## src/rtl/axi4_lite_pkg.sv

```systemverilog
// Shared AXI4-Lite types, imported by both the master command engine and the register slaves.
package axi4_lite_pkg;

   typedef enum logic [1:0] {
      OKAY   = 2'd0,
      EXOKAY = 2'd1,
      SLVERR = 2'd2,
      DECERR = 2'd3
   } axi4_resp_t;

   localparam logic [2:0] AXI_PROT_DEFAULT = 3'b000;

endpackage

```

## src/rtl/axi4_lite_if.sv

```systemverilog
// AXI4-Lite bus bundle. The master port drives the VALIDs and payloads; the slave port drives the READYs and responses.
interface axi4_lite_if #(
   parameter int unsigned ADDR_BIT_WIDTH = 4,
   parameter int unsigned DATA_BIT_WIDTH = 32
) ();
   import axi4_lite_pkg::*;

   localparam int unsigned STRB_BIT_WIDTH = DATA_BIT_WIDTH / 8;

   logic                      awvalid;
   logic                      awready;
   logic [ADDR_BIT_WIDTH-1:0] awaddr;
   logic [2:0]                awprot;
   logic                      wvalid;
   logic                      wready;
   logic [DATA_BIT_WIDTH-1:0] wdata;
   logic [STRB_BIT_WIDTH-1:0] wstrb;
   logic                      bvalid;
   logic                      bready;
   axi4_resp_t                bresp;
   logic                      arvalid;
   logic                      arready;
   logic [ADDR_BIT_WIDTH-1:0] araddr;
   logic [2:0]                arprot;
   logic                      rvalid;
   logic                      rready;
   logic [DATA_BIT_WIDTH-1:0] rdata;
   axi4_resp_t                rresp;

   modport mst_port (
      output awvalid, awaddr, awprot, wvalid, wdata, wstrb, bready, arvalid, araddr, arprot, rready,
      input  awready, wready, bvalid, bresp, arready, rvalid, rdata, rresp
   );

   modport slv_port (
      input  awvalid, awaddr, awprot, wvalid, wdata, wstrb, bready, arvalid, araddr, arprot, rready,
      output awready, wready, bvalid, bresp, arready, rvalid, rdata, rresp
   );

endinterface

```

## src/rtl/my_axi4_lite_mst_cmd_engine.sv

```systemverilog
// Single-outstanding AXI4-Lite master: turns one write/read command into one bus transaction
// and returns the result on a response port, keeping a saturating count of non-OKAY responses.
module my_axi4_lite_mst_cmd_engine
   import axi4_lite_pkg::*;
#(
   parameter int unsigned ADDR_BIT_WIDTH    = 4,
   parameter int unsigned DATA_BIT_WIDTH    = 32,
   parameter int unsigned ERR_CNT_BIT_WIDTH = 8
) (
   input  logic                           i_clk,
   input  logic                           i_sync_rst,
   input  logic                           i_cmd_valid,
   output logic                           o_cmd_ready,
   input  logic                           i_cmd_is_wr,
   input  logic [ADDR_BIT_WIDTH-1:0]      i_cmd_addr,
   input  logic [DATA_BIT_WIDTH-1:0]      i_cmd_wdata,
   input  logic [DATA_BIT_WIDTH/8-1:0]    i_cmd_wstrb,
   output logic                           o_rsp_valid,
   input  logic                           i_rsp_ready,
   output logic                           o_rsp_is_wr,
   output logic [DATA_BIT_WIDTH-1:0]      o_rsp_rdata,
   output axi4_resp_t                     o_rsp_resp,
   output logic [ERR_CNT_BIT_WIDTH-1:0]   o_err_cnt,
   axi4_lite_if.mst_port                  if_m_axi4_lite
);

   localparam int unsigned STRB_BIT_WIDTH = DATA_BIT_WIDTH / 8;

   if (ADDR_BIT_WIDTH != if_m_axi4_lite.ADDR_BIT_WIDTH) begin : g_addr_width_mismatch
      $error("ADDR_BIT_WIDTH does not match the AXI4-Lite interface");
   end
   if (DATA_BIT_WIDTH != if_m_axi4_lite.DATA_BIT_WIDTH) begin : g_data_width_mismatch
      $error("DATA_BIT_WIDTH does not match the AXI4-Lite interface");
   end

   typedef enum logic [2:0] {
      IDLE,
      WR_AW_W,
      WR_B,
      RD_AR,
      RD_R,
      RSP
   } state_t;

   state_t                    state;
   logic                      awvalid_r;
   logic                      wvalid_r;
   logic                      bready_r;
   logic                      arvalid_r;
   logic                      rready_r;
   logic [ADDR_BIT_WIDTH-1:0] addr_r;
   logic [DATA_BIT_WIDTH-1:0] wdata_r;
   logic [STRB_BIT_WIDTH-1:0] wstrb_r;

   logic                      aw_hs_c;
   logic                      w_hs_c;
   logic                      b_hs_c;
   logic                      ar_hs_c;
   logic                      r_hs_c;
   logic                      capture_c;
   axi4_resp_t                capture_resp_c;

   // Handshake decode; a response is captured on the B or R handshake of the active transaction.
   always_comb begin
      aw_hs_c        = awvalid_r && if_m_axi4_lite.awready;
      w_hs_c         = wvalid_r  && if_m_axi4_lite.wready;
      b_hs_c         = bready_r  && if_m_axi4_lite.bvalid;
      ar_hs_c        = arvalid_r && if_m_axi4_lite.arready;
      r_hs_c         = rready_r  && if_m_axi4_lite.rvalid;
      capture_c      = ((state == WR_B) && b_hs_c) || ((state == RD_R) && r_hs_c);
      capture_resp_c = (state == WR_B) ? if_m_axi4_lite.bresp : if_m_axi4_lite.rresp;
   end

   always_ff @(posedge i_clk) begin
      if (i_sync_rst) begin
         state       <= IDLE;
         o_cmd_ready <= 1'b1;
         awvalid_r   <= 1'b0;
         wvalid_r    <= 1'b0;
         bready_r    <= 1'b0;
         arvalid_r   <= 1'b0;
         rready_r    <= 1'b0;
         addr_r      <= '0;
         wdata_r     <= '0;
         wstrb_r     <= '0;
         o_rsp_valid <= 1'b0;
         o_rsp_is_wr <= 1'b0;
         o_rsp_rdata <= '0;
         o_rsp_resp  <= OKAY;
         o_err_cnt   <= '0;
      end else begin
         case (state)
            IDLE: begin
               if (i_cmd_valid && o_cmd_ready) begin
                  o_cmd_ready <= 1'b0;
                  addr_r      <= i_cmd_addr;
                  wdata_r     <= i_cmd_wdata;
                  wstrb_r     <= i_cmd_wstrb;
                  if (i_cmd_is_wr) begin
                     awvalid_r <= 1'b1;
                     wvalid_r  <= 1'b1;
                     state     <= WR_AW_W;
                  end else begin
                     arvalid_r <= 1'b1;
                     state     <= RD_AR;
                  end
               end
            end
            // AW and W complete independently; B is only accepted once both are done.
            WR_AW_W: begin
               if (aw_hs_c) awvalid_r <= 1'b0;
               if (w_hs_c)  wvalid_r  <= 1'b0;
               if ((!awvalid_r || aw_hs_c) && (!wvalid_r || w_hs_c)) begin
                  bready_r <= 1'b1;
                  state    <= WR_B;
               end
            end
            WR_B: begin
               if (b_hs_c) begin
                  bready_r    <= 1'b0;
                  o_rsp_valid <= 1'b1;
                  o_rsp_is_wr <= 1'b1;
                  o_rsp_rdata <= '0;
                  o_rsp_resp  <= if_m_axi4_lite.bresp;
                  state       <= RSP;
               end
            end
            RD_AR: begin
               if (ar_hs_c) begin
                  arvalid_r <= 1'b0;
                  rready_r  <= 1'b1;
                  state     <= RD_R;
               end
            end
            RD_R: begin
               if (r_hs_c) begin
                  rready_r    <= 1'b0;
                  o_rsp_valid <= 1'b1;
                  o_rsp_is_wr <= 1'b0;
                  o_rsp_rdata <= if_m_axi4_lite.rdata;
                  o_rsp_resp  <= if_m_axi4_lite.rresp;
                  state       <= RSP;
               end
            end
            RSP: begin
               if (i_rsp_ready) begin
                  o_rsp_valid <= 1'b0;
                  o_cmd_ready <= 1'b1;
                  state       <= IDLE;
               end
            end
            default: state <= IDLE;
         endcase

         if (capture_c && (capture_resp_c != OKAY) && (o_err_cnt != '1)) begin
            o_err_cnt <= o_err_cnt + ERR_CNT_BIT_WIDTH'(1);
         end
      end
   end

   assign if_m_axi4_lite.awvalid = awvalid_r;
   assign if_m_axi4_lite.awaddr  = addr_r;
   assign if_m_axi4_lite.awprot  = AXI_PROT_DEFAULT;
   assign if_m_axi4_lite.wvalid  = wvalid_r;
   assign if_m_axi4_lite.wdata   = wdata_r;
   assign if_m_axi4_lite.wstrb   = wstrb_r;
   assign if_m_axi4_lite.bready  = bready_r;
   assign if_m_axi4_lite.arvalid = arvalid_r;
   assign if_m_axi4_lite.araddr  = addr_r;
   assign if_m_axi4_lite.arprot  = AXI_PROT_DEFAULT;
   assign if_m_axi4_lite.rready  = rready_r;

endmodule

```

## src/flat_wrapper.sv

```systemverilog
// flat-port wrapper written by rule: the top's interface ports become plain ports
module my_axi4_lite_mst_cmd_engine_flat import axi4_lite_pkg::*;
#(
   parameter int unsigned ADDR_BIT_WIDTH    = 4,
   parameter int unsigned DATA_BIT_WIDTH    = 32,
   parameter int unsigned ERR_CNT_BIT_WIDTH = 8
)
  (i_clk, i_sync_rst, i_cmd_valid, o_cmd_ready, i_cmd_is_wr, i_cmd_addr, i_cmd_wdata, i_cmd_wstrb, o_rsp_valid, i_rsp_ready, o_rsp_is_wr, o_rsp_rdata, o_rsp_resp, o_err_cnt, if_m_axi4_lite_awvalid, if_m_axi4_lite_awaddr, if_m_axi4_lite_awprot, if_m_axi4_lite_wvalid, if_m_axi4_lite_wdata, if_m_axi4_lite_wstrb, if_m_axi4_lite_bready, if_m_axi4_lite_arvalid, if_m_axi4_lite_araddr, if_m_axi4_lite_arprot, if_m_axi4_lite_rready, if_m_axi4_lite_awready, if_m_axi4_lite_wready, if_m_axi4_lite_bvalid, if_m_axi4_lite_bresp, if_m_axi4_lite_arready, if_m_axi4_lite_rvalid, if_m_axi4_lite_rdata, if_m_axi4_lite_rresp);
  axi4_lite_if #(.ADDR_BIT_WIDTH(ADDR_BIT_WIDTH), .DATA_BIT_WIDTH(DATA_BIT_WIDTH)) if_m_axi4_lite_i ();
  input  logic i_clk;
  input  logic i_sync_rst;
  input  logic i_cmd_valid;
  output logic o_cmd_ready;
  input  logic i_cmd_is_wr;
  input  logic [ADDR_BIT_WIDTH-1:0] i_cmd_addr;
  input  logic [DATA_BIT_WIDTH-1:0] i_cmd_wdata;
  input  logic [DATA_BIT_WIDTH/8-1:0] i_cmd_wstrb;
  output logic o_rsp_valid;
  input  logic i_rsp_ready;
  output logic o_rsp_is_wr;
  output logic [DATA_BIT_WIDTH-1:0] o_rsp_rdata;
  output axi4_resp_t o_rsp_resp;
  output logic [ERR_CNT_BIT_WIDTH-1:0] o_err_cnt;
  output wire logic [$bits(if_m_axi4_lite_i.awvalid)-1:0] if_m_axi4_lite_awvalid;
  output wire logic [$bits(if_m_axi4_lite_i.awaddr)-1:0] if_m_axi4_lite_awaddr;
  output wire logic [$bits(if_m_axi4_lite_i.awprot)-1:0] if_m_axi4_lite_awprot;
  output wire logic [$bits(if_m_axi4_lite_i.wvalid)-1:0] if_m_axi4_lite_wvalid;
  output wire logic [$bits(if_m_axi4_lite_i.wdata)-1:0] if_m_axi4_lite_wdata;
  output wire logic [$bits(if_m_axi4_lite_i.wstrb)-1:0] if_m_axi4_lite_wstrb;
  output wire logic [$bits(if_m_axi4_lite_i.bready)-1:0] if_m_axi4_lite_bready;
  output wire logic [$bits(if_m_axi4_lite_i.arvalid)-1:0] if_m_axi4_lite_arvalid;
  output wire logic [$bits(if_m_axi4_lite_i.araddr)-1:0] if_m_axi4_lite_araddr;
  output wire logic [$bits(if_m_axi4_lite_i.arprot)-1:0] if_m_axi4_lite_arprot;
  output wire logic [$bits(if_m_axi4_lite_i.rready)-1:0] if_m_axi4_lite_rready;
  input wire logic [$bits(if_m_axi4_lite_i.awready)-1:0] if_m_axi4_lite_awready;
  input wire logic [$bits(if_m_axi4_lite_i.wready)-1:0] if_m_axi4_lite_wready;
  input wire logic [$bits(if_m_axi4_lite_i.bvalid)-1:0] if_m_axi4_lite_bvalid;
  input wire logic [$bits(if_m_axi4_lite_i.bresp)-1:0] if_m_axi4_lite_bresp;
  input wire logic [$bits(if_m_axi4_lite_i.arready)-1:0] if_m_axi4_lite_arready;
  input wire logic [$bits(if_m_axi4_lite_i.rvalid)-1:0] if_m_axi4_lite_rvalid;
  input wire logic [$bits(if_m_axi4_lite_i.rdata)-1:0] if_m_axi4_lite_rdata;
  input wire logic [$bits(if_m_axi4_lite_i.rresp)-1:0] if_m_axi4_lite_rresp;
  assign if_m_axi4_lite_awvalid = if_m_axi4_lite_i.awvalid;
  assign if_m_axi4_lite_awaddr = if_m_axi4_lite_i.awaddr;
  assign if_m_axi4_lite_awprot = if_m_axi4_lite_i.awprot;
  assign if_m_axi4_lite_wvalid = if_m_axi4_lite_i.wvalid;
  assign if_m_axi4_lite_wdata = if_m_axi4_lite_i.wdata;
  assign if_m_axi4_lite_wstrb = if_m_axi4_lite_i.wstrb;
  assign if_m_axi4_lite_bready = if_m_axi4_lite_i.bready;
  assign if_m_axi4_lite_arvalid = if_m_axi4_lite_i.arvalid;
  assign if_m_axi4_lite_araddr = if_m_axi4_lite_i.araddr;
  assign if_m_axi4_lite_arprot = if_m_axi4_lite_i.arprot;
  assign if_m_axi4_lite_rready = if_m_axi4_lite_i.rready;
  assign if_m_axi4_lite_i.awready = if_m_axi4_lite_awready;
  assign if_m_axi4_lite_i.wready = if_m_axi4_lite_wready;
  assign if_m_axi4_lite_i.bvalid = if_m_axi4_lite_bvalid;
  assign if_m_axi4_lite_i.bresp = if_m_axi4_lite_bresp;
  assign if_m_axi4_lite_i.arready = if_m_axi4_lite_arready;
  assign if_m_axi4_lite_i.rvalid = if_m_axi4_lite_rvalid;
  assign if_m_axi4_lite_i.rdata = if_m_axi4_lite_rdata;
  assign if_m_axi4_lite_i.rresp = if_m_axi4_lite_rresp;
  my_axi4_lite_mst_cmd_engine #(.ADDR_BIT_WIDTH(ADDR_BIT_WIDTH), .DATA_BIT_WIDTH(DATA_BIT_WIDTH), .ERR_CNT_BIT_WIDTH(ERR_CNT_BIT_WIDTH)) u_core (.i_clk(i_clk), .i_sync_rst(i_sync_rst), .i_cmd_valid(i_cmd_valid), .o_cmd_ready(o_cmd_ready), .i_cmd_is_wr(i_cmd_is_wr), .i_cmd_addr(i_cmd_addr), .i_cmd_wdata(i_cmd_wdata), .i_cmd_wstrb(i_cmd_wstrb), .o_rsp_valid(o_rsp_valid), .i_rsp_ready(i_rsp_ready), .o_rsp_is_wr(o_rsp_is_wr), .o_rsp_rdata(o_rsp_rdata), .o_rsp_resp(o_rsp_resp), .o_err_cnt(o_err_cnt), .if_m_axi4_lite(if_m_axi4_lite_i));
endmodule
```

## config.mk

```make
export PLATFORM = sky130hd
export DESIGN_NAME = my_axi4_lite_mst_cmd_engine_flat
export DESIGN_NICKNAME = d
export VERILOG_FILES = /design/src/rtl/axi4_lite_pkg.sv /design/src/rtl/axi4_lite_if.sv /design/src/rtl/my_axi4_lite_mst_cmd_engine.sv /design/src/flat_wrapper.sv
export SDC_FILE = /design/constraint.sdc
export NUM_CORES = 1
export LEC_CHECK = 0
export BUFFER_PORTS_ARGS = -buffer_cell sky130_fd_sc_hd__buf_2
export CAP_MARGIN = 20
export CORE_ASPECT_RATIO = 0.8
export CORE_MARGIN = 2
export CORE_UTILIZATION = 25
export CTS_CLUSTER_SIZE = 20
export DETAILED_ROUTE_END_ITERATION = 7
export SLEW_MARGIN = 20
export SYNTH_ARGS = -nofsm -noshare
export SYNTH_HDL_FRONTEND = slang
export SYNTH_SLANG_ARGS = --single-unit
export TNS_END_PERCENT = 30
```

## constraint.sdc

```tcl
create_clock -name i_clk -period 1.6 [get_ports i_clk]
set_input_delay 0.16 -clock i_clk [delete_from_list [all_inputs] [get_ports i_clk]]
set_output_delay 0.16 -clock i_clk [all_outputs]
set_load 0.03 [all_outputs]
```

* Word-level counts from Yosys, hierarchy flattened
Index checks and enable logic that the tools add are counted.
W data, S select, Z words.
** Operators by class
- Reductions and logical operators :: 35
- Equality and inequality tests :: 16
- Add/subtract/negate cells :: 1
- Multiplexer cells :: 39
** Operators by type and width (number)
- $mux W32 :: 2
- $pmux W32 S2 :: 1
- $mux W3 :: 6
- $pmux W3 S6 :: 1
- $mux W1 :: 16
- $reduce_and A4 Y1 :: 4
- $ne A2 B1 Y1 const B :: 7
- $pmux W1 S2 :: 7
- $reduce_bool A2 Y1 :: 7
- $reduce_and A3 Y1 :: 4
- $logic_and A1 B1 Y1 :: 11
- $add A8 B1 Y8 const B :: 1
- $mux W2 :: 4
- $ne A8 B8 Y1 const B :: 1
- $eq A3 B2 Y1 const B :: 2
- $eq A3 B3 Y1 const B :: 2
- $ne A2 B2 Y1 const B :: 3
- $reduce_and A6 Y1 :: 1
- $pmux W2 S2 :: 1
- $eq A3 B1 Y1 const B :: 1
- $logic_not A3 Y1 :: 1
- $logic_or A1 B1 Y1 :: 3
- $pmux W1 S3 :: 1
- $reduce_bool A3 Y1 :: 1
- other kinds (2) :: 3
** Word-level totals
- Input bits :: 86
- Register bits after elaboration :: 93
- Output and inout bits :: 100

* Depth between registers and ports, before layout
Gate-level depths: netlist of run 1.
- Depth after elaboration :: 5
- Gate-level depth with buffers :: 8
- Gate-level depth less buffers :: 5

* Least setup slack after synthesis of run 1
OpenSTA, ideal clock, no wires.
- Path type :: flip-flop to flip-flop
- From :: register u_core.state[0]
- To :: register u_core.o_rsp_rdata[0]
- Setup time :: 0.128 ns
- Path buffers :: 3
- Data arrival time :: 1.688 ns
- Path slack :: -0.215 ns
- Stages on the path, launching flop included :: 9
- Cells stage by stage :: dfxtp_1 -> clkbuf_1 -> nor3b_1 -> nand3_1 -> and2_1 -> clkbuf_1 -> clkbuf_1 -> a22oi_1 -> nor2_1
** Between the ends
- Longest elaborated chain between the ends :: 3
- Elaborated cells on any way between the ends :: 7
** RTL lines
- start: declaration :: RTL line my_axi4_lite_mst_cmd_engine.sv:45 : state_t state;
- start signal: assignment :: RTL line my_axi4_lite_mst_cmd_engine.sv:76 : state <= IDLE;
- start signal: assignment :: RTL line my_axi4_lite_mst_cmd_engine.sv:102 : state <= WR_AW_W;
- start signal: assignment :: RTL line my_axi4_lite_mst_cmd_engine.sv:105 : state <= RD_AR;
- $eq A3 B3 Y1 or $eq A3 B2 Y1 (tied branches) :: RTL line my_axi4_lite_mst_cmd_engine.sv:92 : case (state)
- $ne A2 B1 Y1 (no line) or $reduce_bool A2 Y1 (tied branches)
- $reduce_and A3 Y1 (no line)
- end signal: assignment :: RTL line my_axi4_lite_mst_cmd_engine.sv:140 : o_rsp_rdata <= if_m_axi4_lite.rdata;
- end: declaration :: RTL line my_axi4_lite_mst_cmd_engine.sv:21 : output logic [DATA_BIT_WIDTH-1:0] o_rsp_rdata,
Parallel ways exist; a longest one is shown, timed or not.
A chain may end at the register's enable or synchronous reset.

* Worst setup path after layout of run 1
- From :: register u_core.state[1]
- To :: register u_core.o_rsp_rdata[12]
Same word-level chain as after synthesis.

==> reports/metrics.yaml, run 1 <==
status: "finished with violations"
failed_checks: "negative setup slack"
die_y_um: 111
hold_path.class: "in -> reg"
drtIter0Drc: 136
final_net_count: 717
wl_mm: 10.4
leakagePower_nw: 2.48
syn_area_mm2: 0.00357
antenna_found_initial: 0
rsz0062_at_grt: "true"
hold_buffers: 0
vias_per_cell: 4.39
period_share: 1.10
hp-start: "i_cmd_wdata[14]"
cts.sinks: 93
critPathArrivalTime_ns: 2.04
coreArea_mm2: 0.0141
clock_latency_ns: 0.34
setup_viol: 42
ys_seq_area_frac: 0.521
critPathRequiredTime_ns: 1.87
cts_tree: "done"
synthFlopType: "dfxtp_1"
cap_violations: 0
netlist_instances: 425
holdPathEnd: "u_core.if_m_axi4_lite.wdata[14]"
drt_pass1_iterations: 7
min_period_ns: 1.76
dp_cells: 794
numCtsBuffers: 9
ys_warn_count: 0
syn_area_per_cell_um2: 8.40
rows: 39
async_flop_share: 0
seq_area_mm2: 0.00187
hpwlAfterDp_mm: 7.39
peakVddDrop_mv: 0.597
vias: 3592
r2r_cells: 9
finalMaxSlewViolations: 0
timing.fmax_mhz: 567
grt_usage: 0.137
ff2ff_setup_slack_ns: -0.16
grt_first_pass_wirelength_mm: 16.2
drc: 0
drt-wirelength-per-cell_um: 12.7
worst_r2r_endpoint: "u_core.o_rsp_rdata[12]"
die_w_um: 138
synth_edf_count: 0
grt_max_degree: 47
n_fill_cell: 1481
critPathMaxFanout: 6
cts.clk_slew.worst_paths_ns: 0.07
multi_input_area_mm2: 0.00158
fin_cells: 819
die_area_mm2: 0.0153
grt_pass1_vias: 3247
skew_ns: 0.00622
finalWeightedCongestion: 0.766
synth_cell_type_count: 41
overflow: 0
htreeDepth: 3
hold_viol: 0
synth-seq-cells: 93
crit_type: "reg -> reg"
final_util: 0.384
crit_path_end_kind: "flop"
cts_root_buf: "clkbuf_16"
numPortBuffers: 179
start_kind: "flop"
hold_depth: 3
layout-area-overhead-vs-synth_pct: 51.5
cellPowerDensity_mw_per_mm2: 1430
rr_startpoint: "u_core.state[1]"
drive_gt1_frac: 0.416
io_pins: 186
initial_utilization: 0.253
final_antenna_net_count: 0
n_antenna_cell: 0
setup_slack_ns: -0.164
cts_buffer_depth: 2
area by class of cell:
cell class | count | share of cell area
Clock buffer | 10 | 0.0442
Inverter | 4 | 0.00278
Sequential cell | 93 | 0.345
Tap cell | 184 | 0.0426
Timing Repair Buffer | 229 | 0.261
Clock inverter | 6 | 0.0113
Multi-Input combinational cell | 293 | 0.293
synthesized netlist by cell type (2+ instances only):
master | number | share of area
nand3_1 | 5 | 0.0070
a32oi_1 | 2 | 0.0049
dfxtp_1 | 93 | 0.52
nor2_1 | 45 | 0.047
nand2b_1 | 2 | 0.0035
o21ai_0 | 6 | 0.0084
inv_1 | 4 | 0.0042
mux2i_1 | 3 | 0.0084
a311oi_1 | 3 | 0.0074
nor3b_1 | 3 | 0.0063
or3_1 | 5 | 0.0088
a21boi_0 | 2 | 0.0042
a22oi_1 | 33 | 0.069
or4_1 | 2 | 0.0042
nand4_1 | 2 | 0.0035
o31ai_1 | 2 | 0.0042
nand2_1 | 99 | 0.10
a211o_1 | 2 | 0.0049
buf_4 | 11 | 0.023
a21oi_1 | 50 | 0.070
clkbuf_1 | 29 | 0.030
nor3_1 | 3 | 0.0042
how the worst max path moves through the flow:
| stage | startpoint | endpoint | slack [ns] | depth (start not counted) |
|---|---|---|---|---|
| 6_report | u_core.state[1] | u_core.o_rsp_rdata[12] | -0.16 | 9 |
| 5_1_grt | u_core.state[2] | u_core.state[2] | -0.22 | 7 |
| 4_1_cts | u_core.state[2] | u_core.o_err_cnt[4] | -0.17 | 6 |
| 3_5_place_dp | u_core.state[0] | u_core.o_err_cnt[5] | -0.30 | 5 |
| 3_3_place_gp | u_core.state[0] | u_core.o_err_cnt[5] | -0.24 | 5 |
| 2_1_floorplan | u_core.state[2] | u_core.o_err_cnt[2] | -0.12 | 6 |
logic make-up after synthesis:
kind of cell    Yosys count  synth area share
buf+inv                  44            0.0578
mux                       3           0.00841
simple gates            176             0.214
compound gates          106             0.192
fa+ha+maj                 1           0.00350
other cells               1           0.00105
xor+xnor                  1           0.00245
flops                    93             0.521
state kept, by name, summed over array words and instances (netlist names):
name and cells:
u_core.if_m_axi4_lite.wvalid 1, u_core.o_rsp_resp 2, u_core.if_m_axi4_lite.bready 1, u_core.if_m_axi4_lite.awvalid 1, u_core.o_err_cnt 8, u_core.o_rsp_valid 1
u_core.if_m_axi4_lite.rready 1, u_core.o_rsp_rdata 32, u_core.state 3, u_core.if_m_axi4_lite.wdata 32, u_core.if_m_axi4_lite.arvalid 1, u_core.o_rsp_is_wr 1
u_core.if_m_axi4_lite.araddr 4, u_core.o_cmd_ready 1, u_core.if_m_axi4_lite.wstrb 4
layout by cell type, fill, tap and decap left out, drive strengths merged, types with 2 or more instances in the layout:
cell type / n
clkbuf: 10
inv: 5
nor3b: 3
nand2b: 2
or4: 2
a21boi: 2
nor2: 45
buf: 228
a311oi: 3
a211o: 2
o31ai: 2
nand2: 99
a22oi: 33
dfxtp: 93
a21oi: 50
nor4: 2
or3: 5
o21ai: 6
nand3: 5
nand4: 3
conb: 6
clkinv: 3
or3b: 2
nor3: 3
mux2i: 3
a32oi: 2
repair_timing:
item | 4_1_cts | 5_1_grt
setup buffers | 6 | 1
endpoints found under the setup margin | 84 | 68
resized for setup | 15 | 6
pin swaps | 12 | 7
endpoints found under the hold margin | 0 | 0
gates cloned | 2 | 0
metrics by stage:
stage / hold WS [ns] / TNS [ns] / area [um^2] / power, W / worst slack (ns)
after floorplan: 0.296 / -4.73 / 3610 / 0.00453 / -0.122
after global placement: 0.403 / -5.10 / 4910 / 0.00550 / -0.245
after detailed placement: 0.406 / -6.66 / 4910 / 0.00550 / -0.295
after CTS: 0.0247 / -4.79 / 5380 / 0.00780 / -0.170
after global routing: 0.0224 / -7.89 / 5410 / 0.00823 / -0.220
final: 0.0454 / -4.83 / 5410 / 0.00773 / -0.164
where the power goes:
part	total [W]	switching [W]	internal, W	leakage, nW
logic	0.00278	0.00170	0.00107	1.58
registers	0.00278	0.000163	0.00262	0.757
clock network	0.00216	0.000914	0.00125	0.149
total	0.00773	0.00278	0.00495	2.48
metal layers:
layer  up-vias  wire (um)  global-route usage
met2       107       4370               0.194
li1       1844          -                   -
met3         9        731              0.0494
met4         0        165              0.0488
met5         -          0                   0
met1      1632       5130               0.190
worst max-delay path: stages (launching register included):
cell and delay (ns):
dfxtp_2 0.33, or3b_4 0.42, buf_4 0.16, buf_4 0.14, nor2_4 0.09, buf_6 0.12
buf_12 0.11, buf_12 0.11, a22oi_1 0.09, nor2_1 0.12
Power figures use the tool's default switching activity.
==> run 2, diff against run 1 <==
CORE_UTILIZATION = 35   (was 25)
PLACE_DENSITY = 0.67   (was not set)
==> reports/metrics.yaml, run 2 (same netlist as run 1, synthesis figures left out) <==
status: "finished with violations"
failed_checks: "negative setup slack"
rows: 32
cap_violations: 0
peakVddDrop_mv: 0.877
period_share: 1.14
drt-wirelength-per-cell_um: 13.7
n_fill_cell: 930
setup_slack_ns: -0.223
antenna_found_initial: 0
skew_ns: 0.00509
initial_utilization: 0.366
setup_viol: 44
final_cell_mix: "buf_2 (179), nand2_1 (99), dfxtp_1 (89), a21oi_1 (50), nor2_1 (44)"
hpwlAfterDp_mm: 7.19
die_area_mm2: 0.0110
timing.fmax_mhz: 549
cts.clk_slew.worst_paths_ns: 0.06
crit_chain: "or3b_4 -> o22ai_4 -> nand4_4 -> or4_1 -> a21oi_1"
htreeDepth: 3
cts_root_buf: "clkbuf_16"
layout-area-overhead-vs-synth_pct: 53.7
finalWeightedCongestion: 0.757
rsz0062_at_grt: "true"
busiest_layer: "met2"
min_period_ns: 1.82
final_antenna_net_count: 0
vias: 3705
hold_path.class: "in -> reg"
vias_per_cell: 4.84
critPathArrivalTime_ns: 2.09
crit_type: "reg -> reg"
coreArea_mm2: 0.00977
grt_first_pass_wirelength_mm: 15.7
grt_pass1_vias: 3449
hold_viol: 0
drtIter0Drc: 133
critPathRequiredTime_ns: 1.87
cellPowerDensity_mw_per_mm2: 1500
grt_use_met1: 0.215
io_pins: 186
grt_usage: 0.179
drt_pass1_iterations: 4
numPortBuffers: 179
use_met2: 0.303
final_common_cell: "buf_2"
ff2ff_setup_slack_ns: -0.22
met3_usage: 0.0513
drive_gt1_frac: 0.432
final_net_count: 712
n_antenna_cell: 0
grt_max_degree: 37
hold_buffers: 0
critPathMaxFanout: 5
drc: 0
cts_buffer_depth: 2
final_util: 0.562
start_kind: "flop"
pre_cts_ws_ns: -0.316
finalMaxSlewViolations: 0
die_y_um: 94.3
overflow: 0
clock_latency_ns: 0.34
numCtsBuffers: 9
fin_hold_ws_ns: 0.0553
cp_slowest_cell: "or3b_4"
finalSetupTns_ns: -5.18
wl_mm: 10.5
cts.sinks: 93
critPathMaxStageDelay_ns: 0.42
leakagePower_nw: 2.51
crit_path_end_kind: "flop"
cts_tree: "done"
die_w_um: 117
[run 2: metrics by stage]
| step | total power, W | cell area [um^2] | instances |
|---|---|---|---|
| finish | 0.00826 | 5490 | 766 |
| detailed placement | 0.00545 | 4820 | 741 |
| global route | 0.00870 | 5490 | 766 |
| floorplan | 0.00453 | 3610 | 430 |
| global placement | 0.00539 | 4820 | 741 |
| CTS | 0.00822 | 5310 | 760 |
[run 2: critical path: cells and delay by family (launching register included)]
family          cells  cell delay [ns]
compound gates      2             0.40
flops               1             0.37
simple gates        3             0.98
[run 2: final cells by class]
class	count	area, um^2	share of cell area
clock inverter	6	134	0.0244
sequential	93	1870	0.341
inverter	4	15.0	0.00274
timing repair buffer	223	1380	0.251
multi-input combinational	294	1680	0.307
tap	136	170	0.0310
clock buffer	10	239	0.0435
[run 2: power breakdown]
part           leakage (nW)  internal, W  switching, W
logic                  1.57      0.00111       0.00174
registers             0.757      0.00263      0.000174
clock network         0.183      0.00173      0.000878
total                  2.51      0.00546       0.00279
[run 2: routing by layer]
| metal | part of all wire | vias up |
|---|---|---|
| met5 | 0 | - |
| met4 | 0.017 | 0 |
| li1 | - | 1845 |
| met2 | 0.47 | 118 |
| met1 | 0.45 | 1726 |
| met3 | 0.063 | 16 |
[run 2: timing repair]
item	in CTS	in global routing
buffers inserted	2	3
pin swaps	7	8
gates resized for setup	22	20
endpoints found under the setup margin	80	87
gates cloned	1	3
[run 2: worst paths after layout]
path,from,depth (start not counted),to
max,u_core.state[2],5,u_core.o_err_cnt[5]
min,i_cmd_wdata[16],3,u_core.if_m_axi4_lite.wdata[16]
max reg2reg,u_core.state[2],5,u_core.o_err_cnt[5]
min reg2reg,u_core.if_m_axi4_lite.wdata[0],2,u_core.if_m_axi4_lite.wdata[0]
==> run 3, diff against run 2 <==
BUFFER_PORTS_ARGS = -buffer_cell sky130_fd_sc_hd__buf_4   (was -buffer_cell sky130_fd_sc_hd__buf_2)
CORE_ASPECT_RATIO = 0.5   (was 0.8)
==> reports/metrics.yaml, run 3 (same netlist as run 1, synthesis figures left out) <==
status: "finished with violations"
failed_checks: "negative setup slack"
vias_per_cell: 4.77
hold_viol: 0
final_util: 0.591
m1WireLength_mm: 4.31
drtIter0Drc: 164
rsz0062_at_grt: "true"
cellPowerDensity_mw_per_mm2: 1420
period_share: 1.11
die_y_um: 75.4
grt_usage: 0.172
numPortBuffers: 179
rr_startpoint: "u_core.state[2]"
n_antenna_cell: 0
numCtsBuffers: 9
cts_root_buf: "clkbuf_16"
finalMaxSlewViolations: 0
finalWeightedCongestion: 0.811
hpwlAfterDp_mm: 6.93
io_pins: 186
seq_area_mm2: 0.00187
layout-area-overhead-vs-synth_pct: 60.0
wl_met2_mm: 4.85
start_kind: "flop"
fin_cells: 761
drc: 0
grt_first_pass_wirelength_mm: 15.3
cts.clk_slew.worst_paths_ns: 0.06
drt_pass1_iterations: 4
critPathMaxFanout: 5
p_int_w: 0.00540
final_common_cell: "buf_4"
p_seq_frac: 0.346
r2r_cells: 6
setup_slack_ns: -0.171
cts_tree: "done"
skew_ns: 0.00749
hold_path.class: "in -> reg"
drt-wirelength-per-cell_um: 13.0
dp_cells: 742
grt_max_degree: 50
overflow: 0
wl_met3_um: 605
switching_power_w: 0.00269
pre_cts_ws_ns: -0.253
vias: 3630
cts_buffer_depth: 2
clockPowerShare: 0.304
leakagePower_nw: 2.52
cts.sinks: 93
htreeDepth: 3
hold_depth: 3
antenna_found_initial: 0
setup_viol: 41
combPwrFrac: 0.351
swShare: 0.332
wl_mm: 9.88
clock_latency_ns: 0.33
finalPower_w: 0.00810
initial_utilization: 0.369
timing.fmax_mhz: 565
final_cell_mix: "buf_4 (212), nand2_1 (99), dfxtp_1 (90), a21oi_1 (48), nor2_1 (44)"
crit_type: "reg -> reg"
grt_pass1_vias: 3222
final_antenna_net_count: 0
peakVddDrop_mv: 0.675
drive_gt1_frac: 0.411
rows: 25
critPathRequiredTime_ns: 1.86
multi_input_area_mm2: 0.00160
n_fill_cell: 893
die_area_mm2: 0.0111
coreArea_mm2: 0.00967
fin_hold_ws_ns: 0.0695
hp-start: "i_cmd_wdata[2]"
cap_violations: 0
crit_path_end_kind: "flop"
highest_layer: "met4"
final_net_count: 709
critPathArrivalTime_ns: 2.04
die_w_um: 147
setup.worst_path.start: "u_core.state[2]"
min_period_ns: 1.77
## run 3: critical path: stages (launching register included)
cell     delay [ns]
dfxtp_2        0.35
or3b_4         0.42
o22ai_4        0.21
nand4_4        0.14
buf_4          0.17
or3_1          0.29
a21oi_1        0.13
## run 3: through the flow
step / area [um^2] / setup TNS [ns]
4_1_cts: 5660 / -3.70
3_5_place_dp: 5250 / -4.67
5_1_grt: 5710 / -6.64
2_1_floorplan: 3610 / -4.73
3_3_place_gp: 5250 / -3.63
6_report: 5710 / -1.37
## run 3: final timing paths
path / end / slack, ns
worst min-delay path: u_core.if_m_axi4_lite.wdata[2] / 0.07
worst max register to register: u_core.o_err_cnt[4] / -0.17
worst min register to register: u_core.if_m_axi4_lite.wdata[3] / 0.45
worst max-delay path: u_core.o_err_cnt[4] / -0.17
## run 3: what timing repair did
action / 4_1_cts / 5_1_grt
pin swaps: 6 / 6
buffers inserted: 3 / 2
setup endpoints to repair: 83 / 46
resized for setup: 15 / 10
hold buffers: 0 / 0
## run 3: cell type report
type | count | area share
sequential | 93 | 0.327
timing repair buffer | 221 | 0.301
tap | 135 | 0.0296
clock buffer | 11 | 0.0442
multi-input combinational | 293 | 0.279
clock inverter | 4 | 0.0166
inverter | 4 | 0.00263
## run 3: metal layers
layer / vias up / track usage
li1: 1835 / -
met1: 1689 / 0.207
met2: 94 / 0.303
met3: 12 / 0.0569
met4: 0 / 0.0518
met5: - / 0
## run 3: power by group through the flow
stage / logic (W) / registers (W) / clock network, W
after detailed placement: 0.00278 / 0.00284 / 0
after floorplan: 0.00119 / 0.00335 / 0
after global routing: 0.00307 / 0.00283 / 0.00264
after global placement: 0.00276 / 0.00283 / 0
final: 0.00284 / 0.00280 / 0.00246
after CTS: 0.00281 / 0.00279 / 0.00253
